$ cat config.mk
export PLATFORM = sky130hd
export DESIGN_NAME = evm_booth_arbiter
export DESIGN_NICKNAME = d
export VERILOG_FILES = /design/src/rtl/evm_pkg.sv /design/src/rtl/evm_rr_arbiter.sv /design/src/rtl/evm_booth_arbiter.sv
export SDC_FILE = /design/constraint.sdc
export NUM_CORES = 1
export LEC_CHECK = 0
export ABC_CLOCK_PERIOD_IN_PS = 4950
export CORE_MARGIN = 2
export CORE_UTILIZATION = 35
export CTS_BUF_LIST = sky130_fd_sc_hd__clkbuf_4
export DETAILED_ROUTE_END_ITERATION = 8
export HOLD_SLACK_MARGIN = 0.15
export RECOVER_POWER = 100
export SETUP_SLACK_MARGIN = 0.3
export SYNTH_ARGS = -nofsm -noshare
export SYNTH_HDL_FRONTEND = slang
export SYNTH_SLANG_ARGS = --single-unit
$ cat constraint.sdc
create_clock -name clock -period 4.95 [get_ports clock]
set_clock_uncertainty 0.05 [all_clocks]
set_input_delay 0.99 -clock clock [delete_from_list [all_inputs] [get_ports clock]]
set_output_delay 0.99 -clock clock [all_outputs]
set_load 0.005 [all_outputs]
$ cat src/rtl/evm_pkg.sv
// -----------------------------------------------------------------------------
// evm_pkg
// Shared types and constants for the EVM booth arbiter slice.
//   evm_state_e  : transaction FSM states (IDLE, CHECK, COMMIT, RESP)
//   RSP_*        : response codes driven on rsp_code
//   UID_RESERVED : voter UID that is never valid
//   is_one_hot() : true when exactly one bit of the (zero-extended) value is set
// -----------------------------------------------------------------------------
package evm_pkg;

   typedef enum logic [1:0] {
      ST_IDLE   = 2'd0,
      ST_CHECK  = 2'd1,
      ST_COMMIT = 2'd2,
      ST_RESP   = 2'd3
   } evm_state_e;

   localparam logic [1:0] RSP_OK       = 2'd0;
   localparam logic [1:0] RSP_DUP      = 2'd1;
   localparam logic [1:0] RSP_BAD_UID  = 2'd2;
   localparam logic [1:0] RSP_BAD_CAND = 2'd3;

   localparam int unsigned UID_RESERVED = 0;

   // Callers zero-extend their selection to 32 bits (NUM_CAND <= 32).
   function automatic logic is_one_hot(input logic [31:0] v);
      return (v != 32'd0) && ((v & (v - 32'd1)) == 32'd0);
   endfunction

endpackage

$ cat src/rtl/evm_rr_arbiter.sv
// -----------------------------------------------------------------------------
// evm_rr_arbiter
// Round-robin grant generator for NUM_BOOTHS requesters.
//   clock  : rising-edge clock
//   reset  : asynchronous active-low reset (pointer returns to NUM_BOOTHS-1)
//   enable : allow a grant this cycle
//   req    : per-booth request vector
//   grant  : one-hot grant (combinational, zero when disabled or idle)
//   ptr    : registered index of the most recently granted booth
// Priority begins at (ptr+1) mod NUM_BOOTHS, so booth 0 wins first after reset.
// -----------------------------------------------------------------------------
module evm_rr_arbiter #(
   parameter  int NUM_BOOTHS = 4,
   localparam int PTR_W      = $clog2(NUM_BOOTHS)
) (
   input  logic                  clock,
   input  logic                  reset,
   input  logic                  enable,
   input  logic [NUM_BOOTHS-1:0] req,
   output logic [NUM_BOOTHS-1:0] grant,
   output logic [PTR_W-1:0]      ptr
);

   logic [PTR_W-1:0] ptr_reg;
   logic [PTR_W-1:0] win_idx;
   logic [PTR_W-1:0] scan_idx;
   logic             win_found;

   // Scan from the booth after the last winner; first requester found wins.
   always_comb begin
      grant     = '0;
      win_idx   = ptr_reg;
      win_found = 1'b0;
      scan_idx  = '0;
      for (int i = 1; i <= NUM_BOOTHS; i++) begin
         scan_idx = PTR_W'((int'(ptr_reg) + i) % NUM_BOOTHS);
         if (enable && !win_found && req[scan_idx]) begin
            win_found       = 1'b1;
            win_idx         = scan_idx;
            grant[scan_idx] = 1'b1;
         end
      end
   end

   always_ff @(posedge clock or negedge reset) begin
      if (!reset) begin
         ptr_reg <= PTR_W'(NUM_BOOTHS - 1);
      end else if (win_found) begin
         ptr_reg <= win_idx;
      end
   end

   assign ptr = ptr_reg;

endmodule

$ cat src/rtl/evm_booth_arbiter.sv
// -----------------------------------------------------------------------------
// evm_booth_arbiter
// Shares the single EVM tally datapath between NUM_BOOTHS voting booths.
// A booth is granted round-robin, its request is validated (reserved UID,
// one-hot selection, voted roll) and a clean vote produces exactly one
// tally_inc pulse. Every granted request receives one rsp_valid pulse.
//
// Ports:
//   clock, reset            : rising-edge clock, asynchronous active-low reset
//   mode                    : 1 = voting open (grants allowed)
//   clear_roll              : clears the voted roll when mode=0 and idle
//   req_valid/uid/cand      : packed per-booth requests
//   req_ready               : one-hot grant pulse (request captured that cycle)
//   rsp_valid, rsp_code     : one-cycle response to the granted booth
//   tally_busy, tally_inc   : tally back-pressure and one-hot increment pulse
//   total_accepted/rejected : saturating vote counters
//   busy                    : transaction in progress
//   vvpat_cand, vvpat_booth : last accepted selection and booth
//
// Build option: define EVM_VVPAT_EN to build the VVPAT registers; otherwise
// vvpat_cand and vvpat_booth are tied to zero.
// -----------------------------------------------------------------------------
module evm_booth_arbiter
   import evm_pkg::*;
#(
   parameter  int NUM_BOOTHS = 4,
   parameter  int UID_W      = 6,
   parameter  int NUM_CAND   = 4,
   parameter  int CNT_W      = 8,
   localparam int BOOTH_W    = $clog2(NUM_BOOTHS)
) (
   input  logic                           clock,
   input  logic                           reset,
   input  logic                           mode,
   input  logic                           clear_roll,
   input  logic [NUM_BOOTHS-1:0]          req_valid,
   input  logic [NUM_BOOTHS*UID_W-1:0]    req_uid,
   input  logic [NUM_BOOTHS*NUM_CAND-1:0] req_cand,
   output logic [NUM_BOOTHS-1:0]          req_ready,
   output logic [NUM_BOOTHS-1:0]          rsp_valid,
   output logic [1:0]                     rsp_code,
   input  logic                           tally_busy,
   output logic [NUM_CAND-1:0]            tally_inc,
   output logic [CNT_W-1:0]               total_accepted,
   output logic [CNT_W-1:0]               total_rejected,
   output logic                           busy,
   output logic [NUM_CAND-1:0]            vvpat_cand,
   output logic [BOOTH_W-1:0]             vvpat_booth
);

   evm_state_e            state_reg;
   logic [UID_W-1:0]      uid_reg;
   logic [NUM_CAND-1:0]   cand_reg;
   logic [1:0]            code_reg;
   logic [2**UID_W-1:0]   roll_reg;
   logic [CNT_W-1:0]      acc_reg;
   logic [CNT_W-1:0]      rej_reg;

   logic [NUM_BOOTHS-1:0] grant;
   logic [BOOTH_W-1:0]    booth_ptr;
   logic                  arb_en;
   logic                  commit_fire;
   logic [UID_W-1:0]      uid_sel;
   logic [NUM_CAND-1:0]   cand_sel;
   logic [UID_W-1:0]      uid_masked  [NUM_BOOTHS];
   logic [NUM_CAND-1:0]   cand_masked [NUM_BOOTHS];

   // Gating with reset keeps req_ready low while reset is held.
   assign arb_en      = reset && mode && (state_reg == ST_IDLE);
   assign commit_fire = (state_reg == ST_COMMIT) && !tally_busy;

   // The arbiter pointer doubles as the index of the booth being served:
   // it is loaded with the winner on the same edge the request is captured.
   evm_rr_arbiter #(
      .NUM_BOOTHS (NUM_BOOTHS)
   ) u_rr (
      .clock  (clock),
      .reset  (reset),
      .enable (arb_en),
      .req    (req_valid),
      .grant  (grant),
      .ptr    (booth_ptr)
   );

   genvar gi;
   generate
      for (gi = 0; gi < NUM_BOOTHS; gi++) begin : g_booth
         assign uid_masked[gi]  = grant[gi] ? req_uid[gi*UID_W +: UID_W] : '0;
         assign cand_masked[gi] = grant[gi] ? req_cand[gi*NUM_CAND +: NUM_CAND] : '0;
         assign rsp_valid[gi]   = (state_reg == ST_RESP) && (booth_ptr == BOOTH_W'(gi));
      end
   endgenerate

   // Grant is one-hot, so OR-ing the masked fields selects the winner.
   always_comb begin
      uid_sel  = '0;
      cand_sel = '0;
      for (int b = 0; b < NUM_BOOTHS; b++) begin
         uid_sel  = uid_sel | uid_masked[b];
         cand_sel = cand_sel | cand_masked[b];
      end
   end

   always_ff @(posedge clock or negedge reset) begin
      if (!reset) begin
         state_reg <= ST_IDLE;
         uid_reg   <= '0;
         cand_reg  <= '0;
         code_reg  <= RSP_OK;
         roll_reg  <= '0;
         acc_reg   <= '0;
         rej_reg   <= '0;
      end else begin
         case (state_reg)
            ST_IDLE: begin
               if (|grant) begin
                  uid_reg   <= uid_sel;
                  cand_reg  <= cand_sel;
                  state_reg <= ST_CHECK;
               end else if (!mode && clear_roll) begin
                  roll_reg <= '0;
               end
            end
            ST_CHECK: begin
               // Check order sets precedence: UID, then selection, then roll.
               if (uid_reg == UID_W'(UID_RESERVED)) begin
                  code_reg  <= RSP_BAD_UID;
                  state_reg <= ST_RESP;
               end else if (!is_one_hot(32'(cand_reg))) begin
                  code_reg  <= RSP_BAD_CAND;
                  state_reg <= ST_RESP;
               end else if (roll_reg[uid_reg]) begin
                  code_reg  <= RSP_DUP;
                  state_reg <= ST_RESP;
               end else begin
                  code_reg  <= RSP_OK;
                  state_reg <= ST_COMMIT;
               end
            end
            ST_COMMIT: begin
               if (!tally_busy) begin
                  roll_reg[uid_reg] <= 1'b1;
                  if (acc_reg != '1) begin
                     acc_reg <= acc_reg + 1'b1;
                  end
                  state_reg <= ST_RESP;
               end
            end
            ST_RESP: begin
               if ((code_reg != RSP_OK) && (rej_reg != '1)) begin
                  rej_reg <= rej_reg + 1'b1;
               end
               state_reg <= ST_IDLE;
            end
            default: state_reg <= ST_IDLE;
         endcase
      end
   end

   assign req_ready      = grant;
   assign rsp_code       = (state_reg == ST_RESP) ? code_reg : RSP_OK;
   assign tally_inc      = commit_fire ? cand_reg : '0;
   assign total_accepted = acc_reg;
   assign total_rejected = rej_reg;
   assign busy           = (state_reg != ST_IDLE);

`ifdef EVM_VVPAT_EN
   logic [NUM_CAND-1:0] vvpat_cand_reg;
   logic [BOOTH_W-1:0]  vvpat_booth_reg;

   always_ff @(posedge clock or negedge reset) begin
      if (!reset) begin
         vvpat_cand_reg  <= '0;
         vvpat_booth_reg <= '0;
      end else if (commit_fire) begin
         vvpat_cand_reg  <= cand_reg;
         vvpat_booth_reg <= booth_ptr;
      end
   end

   assign vvpat_cand  = vvpat_cand_reg;
   assign vvpat_booth = vvpat_booth_reg;
`else
   assign vvpat_cand  = '0;
   assign vvpat_booth = '0;
`endif

endmodule

; Word-level counts from Yosys, hierarchy flattened
; Index checks and enable logic that the tools add are counted.
[word_totals]
ff_bits = 96
inputBits = 49
output_inout_bits = 37
[op_classes]
add_sub_neg = 7
n_lt_le_gt_ge = 10
eq_ne = 12
mux = 55
bitwise = 12
n_reduce_logical = 43
[op_table]
columns = operator, count
row1 = $mux W64, 3
row2 = $pmux W64 S2, 1
row3 = $or A64 B64 Y64, 1
row4 = $mux W4, 9
row5 = $and A4 B32 Y32, 1
row6 = $logic_not A32 Y1, 1
row7 = $mux W6, 4
row8 = $or A4 B4 Y4, 6
row9 = $logic_and A1 B1 Y1, 22
row10 = $mux W1, 18
row11 = $mux W2, 9
row12 = $or A6 B6 Y6, 3
row13 = $add A8 B1 Y8 const B, 2
row14 = $ne A8 B8 Y1 const B, 2
row15 = $lt A2 B3 Y1 const B, 4
row16 = $bmux W1 S2, 4
row17 = $demux W1 S2, 4
row18 = $eq A2 B2 Y1 const B, 4
row19 = $ge A2 B1 Y1 const B, 4
row20 = $pmux W2 S4, 1
row21 = $reduce_and A2 Y1, 4
row22 = $reduce_bool A4 Y1, 2
row23 = $lt A6 B7 Y1 const B, 1
row24 = $bmux W1 S6, 1
row25 = other kinds (16), 28

; Logic depth before layout (Yosys ltp)
[depth]
ltp_word = 21
ltp_mapped = 11

; Modules after synthesis
; Synthesis repeated with hierarchy kept, for this count alone.
[unflattened]
cells_unflattened = 557
hier_area_um2 = 5313.8
[by_module_without_submodules]
columns = mod, instances, cells_each, area_each_um2
row1 = evm_booth_arbiter, 1, 498, 4792.1
row2 = evm_rr_arbiter, 1, 59, 521.8

; Worst setup path before layout
; OpenSTA, ideal clock, no wires.
[synth_path]
kind = flip-flop to output port
from = reg u_rr.ptr_reg[0] (netlist: u_rr.ptr[0])
to = out req_ready[3]
t_arrival_ns = 2.579
path_slack_ns = 1.331
path_stages_with_launch = 8
n_path_buf = 2
cell_sequence = dfstp_2 buf_4 inv_1 ha_1 mux4_2 nor4_1 a221o_1 buf_2
[synth_between]
elab_chain_cells = 17
[synth_lines]
columns = element, line
row1 = "start, declared", evm_rr_arbiter.sv:24  ; logic [PTR_W-1:0] ptr_reg;
row2 = "start signal, assigned", evm_rr_arbiter.sv:47  ; ptr_reg <= PTR_W'(NUM_BOOTHS - 1);
row3 = "start signal, assigned", evm_rr_arbiter.sv:49  ; ptr_reg <= win_idx;
row4 = "parallel branches: the longest is 16 deep, another holds $lt A2 B3 Y1", -
row5 = $mux W4 *, evm_rr_arbiter.sv:37  ; if (enable && !win_found && req[scan_idx]) begin
row6 = "end, declared", evm_booth_arbiter.sv:39  ; output logic [NUM_BOOTHS-1:0] req_ready,
; Every way passes the cells marked *. The select of a mux whose other input is x is not followed.

; Final worst setup path
[layout_path]
from = reg u_rr.ptr_reg[0] (netlist: u_rr.ptr[0])
to = out req_ready[1]
; Same word-level chain as after synthesis.

==> summary.txt <==
Floorplan
  – # rows: 43
  – Core Area: 0.01393 mm²
  – Initial core utilization: 36.00%
  – Vert. Die Dim: ~120 µm
  – Num ports: 86
  – Full die area: 0.01531 mm²
  – Die Wd: around 120 µm

Route
  – DRT antenna net count: 0
  – Total number of vias: 4039
  – Vias per Instance: 5.301
  – # DRC: 0
  – Drt pass-1 iters: 4
  – Total length of routed wires: between 10000 and 15000 µm
  – Avg WL per Cell: 16.35 µm
  – DRT iter0 DRCs: 411

STA
  – Fin worst setup slack: 413.0 ps
  – Rel. slew slack: -27.79%
  – Final min period: 4537 ps
  – Setup violators final: 0
  – Fmax: 220.4 MHz
  – Tightest Pin Transition: between 1500 and 2000 ps
  – RSZ-0062 raised after global routing: false
  – Fin. max-slew vios: 98
  – Final Hold Vio Count: 0
  – Post-route setup TNS: 0 ps
  – Crit share post-route: 91.66%

Finish
  – Number of flip-flops in the largest register: 64
  – Final core utilization: between 40% and 50%
  – Commonest cells after routing, fill and taps aside: nor2_1, dfrtp_1, a21oi_1
  – Area growth from synthesis to layout: 21.18%
  – Fin nets: 640
  – Layout cells sized above 1: 9.294%
  – Most common cell after layout, fill and taps aside: nor2_1
  – Fillers: around 1300

Setup path
  – Crit Path Class: flop to output pin
  – R2r setup slk: 760 ps
  – Worst Path Required: a little under 4000 ps
  – CP arrival: 3500 ps
  – CP max stage delay: 750 ps
  – Crit-path slowest cell: dfstp_2
  – Critical R2R Launch: u_rr.ptr[0]$_DFFE_PN1P_
  – Startpoint Class: flop
  – Critical path fanouts, max: 13
  – Crit. End Element: output pin
  – WP buf/inv: 3
  – Worst R2R Path Depth: 10
  – CP Launch Point: u_rr.ptr[0]$_DFFE_PN1P_
  – CP top delay family: buffers and inverters
  – Worst-path cell chain: inv_1 > ha_1 > mux4_2 > nor4_1 > clkbuf_1 > a221o_1 > dlygate4sd3_1
  – RR Endpoint: state_reg[1]$_DFFE_PN0P_
  – Worst path depth: 7
  – CP endpoint: req_ready[1]

Clocking
  – Total setup buffers inserted after CTS: 0
  – CTS tree: yes
  – Clock Pin Slew Worst Setup and Hold Paths: 150 ps
  – Clock Tree Root: clkbuf_4
  – Clk sinks: 96
  – Worst-skew pair later-pin latency: about 430 ps
  – Maximum clock insertion buffer count: 2
  – CTS H-tree lvls: 3
  – CTS Buf Count: 9
  – # resized after CTS: 0
  – # hold bufs at CTS: 0

Power and ir drop
  – Internal: approximately 0.0019 W
  – Share of total power in the clock network: 13.4%
  – Switching share of power: around 40%
  – VDD IR max: 0.1507 mV
  – Leak pwr: approximately 2.7 nW
  – Combinational Power Share: 42.9%
  – P_sw: 0.001281 W
  – Post-route total power: 0.003199 W
  – Seq pwr share: 43.7%
  – Cell Pwr Density: 526.2 mW/mm²

Outcome
  – Outcome: finished, violations left
  – Failing checks: capacitance limit, slew limit

Placed design
  – Final GP Congestion: 0.8930
  – Detail Placement HPWL: approximately 8800 µm
  – Dpl ws: 647.8 ps
  – Port Buffers: 79

Worst hold path
  – Worst min-delay path class: primary input to asynchronous set/reset pin

Logic synthesis
  – Number of synthesized register bits: 96
  – Avg Cell Area, Syn: 9.933 µm²
  – Post-synth EDFFs: 0
  – Ys flop type: dfrtp_1
  – Asr flop ratio synth: 100.0%
  – Sequential area share after synthesis: 47.94%
  – Cells after Synth: 505
  – Mapped Area: approximately 0.0050 mm²
  – Netlist cell types: 46
  – Ys Warns: 0

Global routing
  – Overall Global Routing Usage: between 15 and 20%
  – First-pass GRT wire length: 20580 µm
  – Antenna violations before repair: 0
  – Vias in the first global route: around 3900
  – Pin count of the biggest net entering global routing: 80
  – Overflow after GRT: 0

Flow run
  – Max Cap Viol: 2
## area by class of cell
type	count	area [µm²]	area share, %
Sequential cell	96	2405	39.56
Clock buffer	10	75.07	1.235
Antenna cell	1	2.502	0.04117
Timing Repair Buffer	88	838.3	13.79
Tap cell	180	225.2	3.705
Inverter	7	26.28	0.4323
Clock inverter	6	68.82	1.132
Multi-Input combinational cell	374	2437	40.10
## metal layers
layer / share of wire [%] / GRT usage [%]
met1: 46 / 24.94
met2: 46 / 27.27
met3: 6.6 / 3.022
met4: 1.0 / 3.196
met5: 0 / 0
## power by group through the flow
stage / clock network [W] / registers (W) / logic [W]
global placement: 0 / 0.00139 / 0.00137
detailed placement: 0 / 0.00141 / 0.00141
global route: 0.000482 / 0.00146 / 0.00153
finish: 0.000430 / 0.00140 / 0.00137
CTS: 0.000439 / 0.00140 / 0.00141
floorplan: 0 / 0.00126 / 0.00107
## kinds of logic after synthesis
group / Yosys count / synth area share (%)
and+or+nand+nor: 171 / 15.39
other: 1 / 0.07476
adders and majority gates: 15 / 3.742
AOI/OAI and AO/OA: 134 / 16.26
xor gates and xnor gates: 16 / 2.794
DFF: 96 / 47.94
buffers and inverters: 40 / 3.692
muxes: 32 / 10.10
## synth_stat cells, drive strengths merged (10+ instances only)
master	n	share of area, %
a21oi	70	7.0
ha	15	3.7
mux2	16	3.7
nor2	100	7.5
a31oi	11	1.4
a22oi	20	3.0
mux4	13	5.8
clkbuf	19	1.4
nand2	22	1.6
dfrtp	94	47
buf	14	1.7
and2	10	1.2
## metrics by stage
stage / instance area [µm²] / hold slack (ps) / std cells
after floorplan: 5035 / 404.9 / 510
after detailed placement: 5962 / 428.2 / 745
after CTS: 6106 / 336.3 / 761
after global placement: 5962 / 420.4 / 745
final: 6078 / 349.6 / 762
after global routing: 6076 / 314.0 / 761
## worst min path at each step
stage	slack, ps	depth (start not counted)	endpoint
finish	350	1	total_accepted[3]$_DFFE_PN0P_
global route	310	1	total_accepted[3]$_DFFE_PN0P_
CTS	340	1	total_accepted[3]$_DFFE_PN0P_
detailed placement	430	2	roll_reg[29]$_DFFE_PN0P_
global placement	420	2	roll_reg[51]$_DFFE_PN0P_
floorplan	400	2	roll_reg[51]$_DFFE_PN0P_
Power figures use the tool's default switching activity.
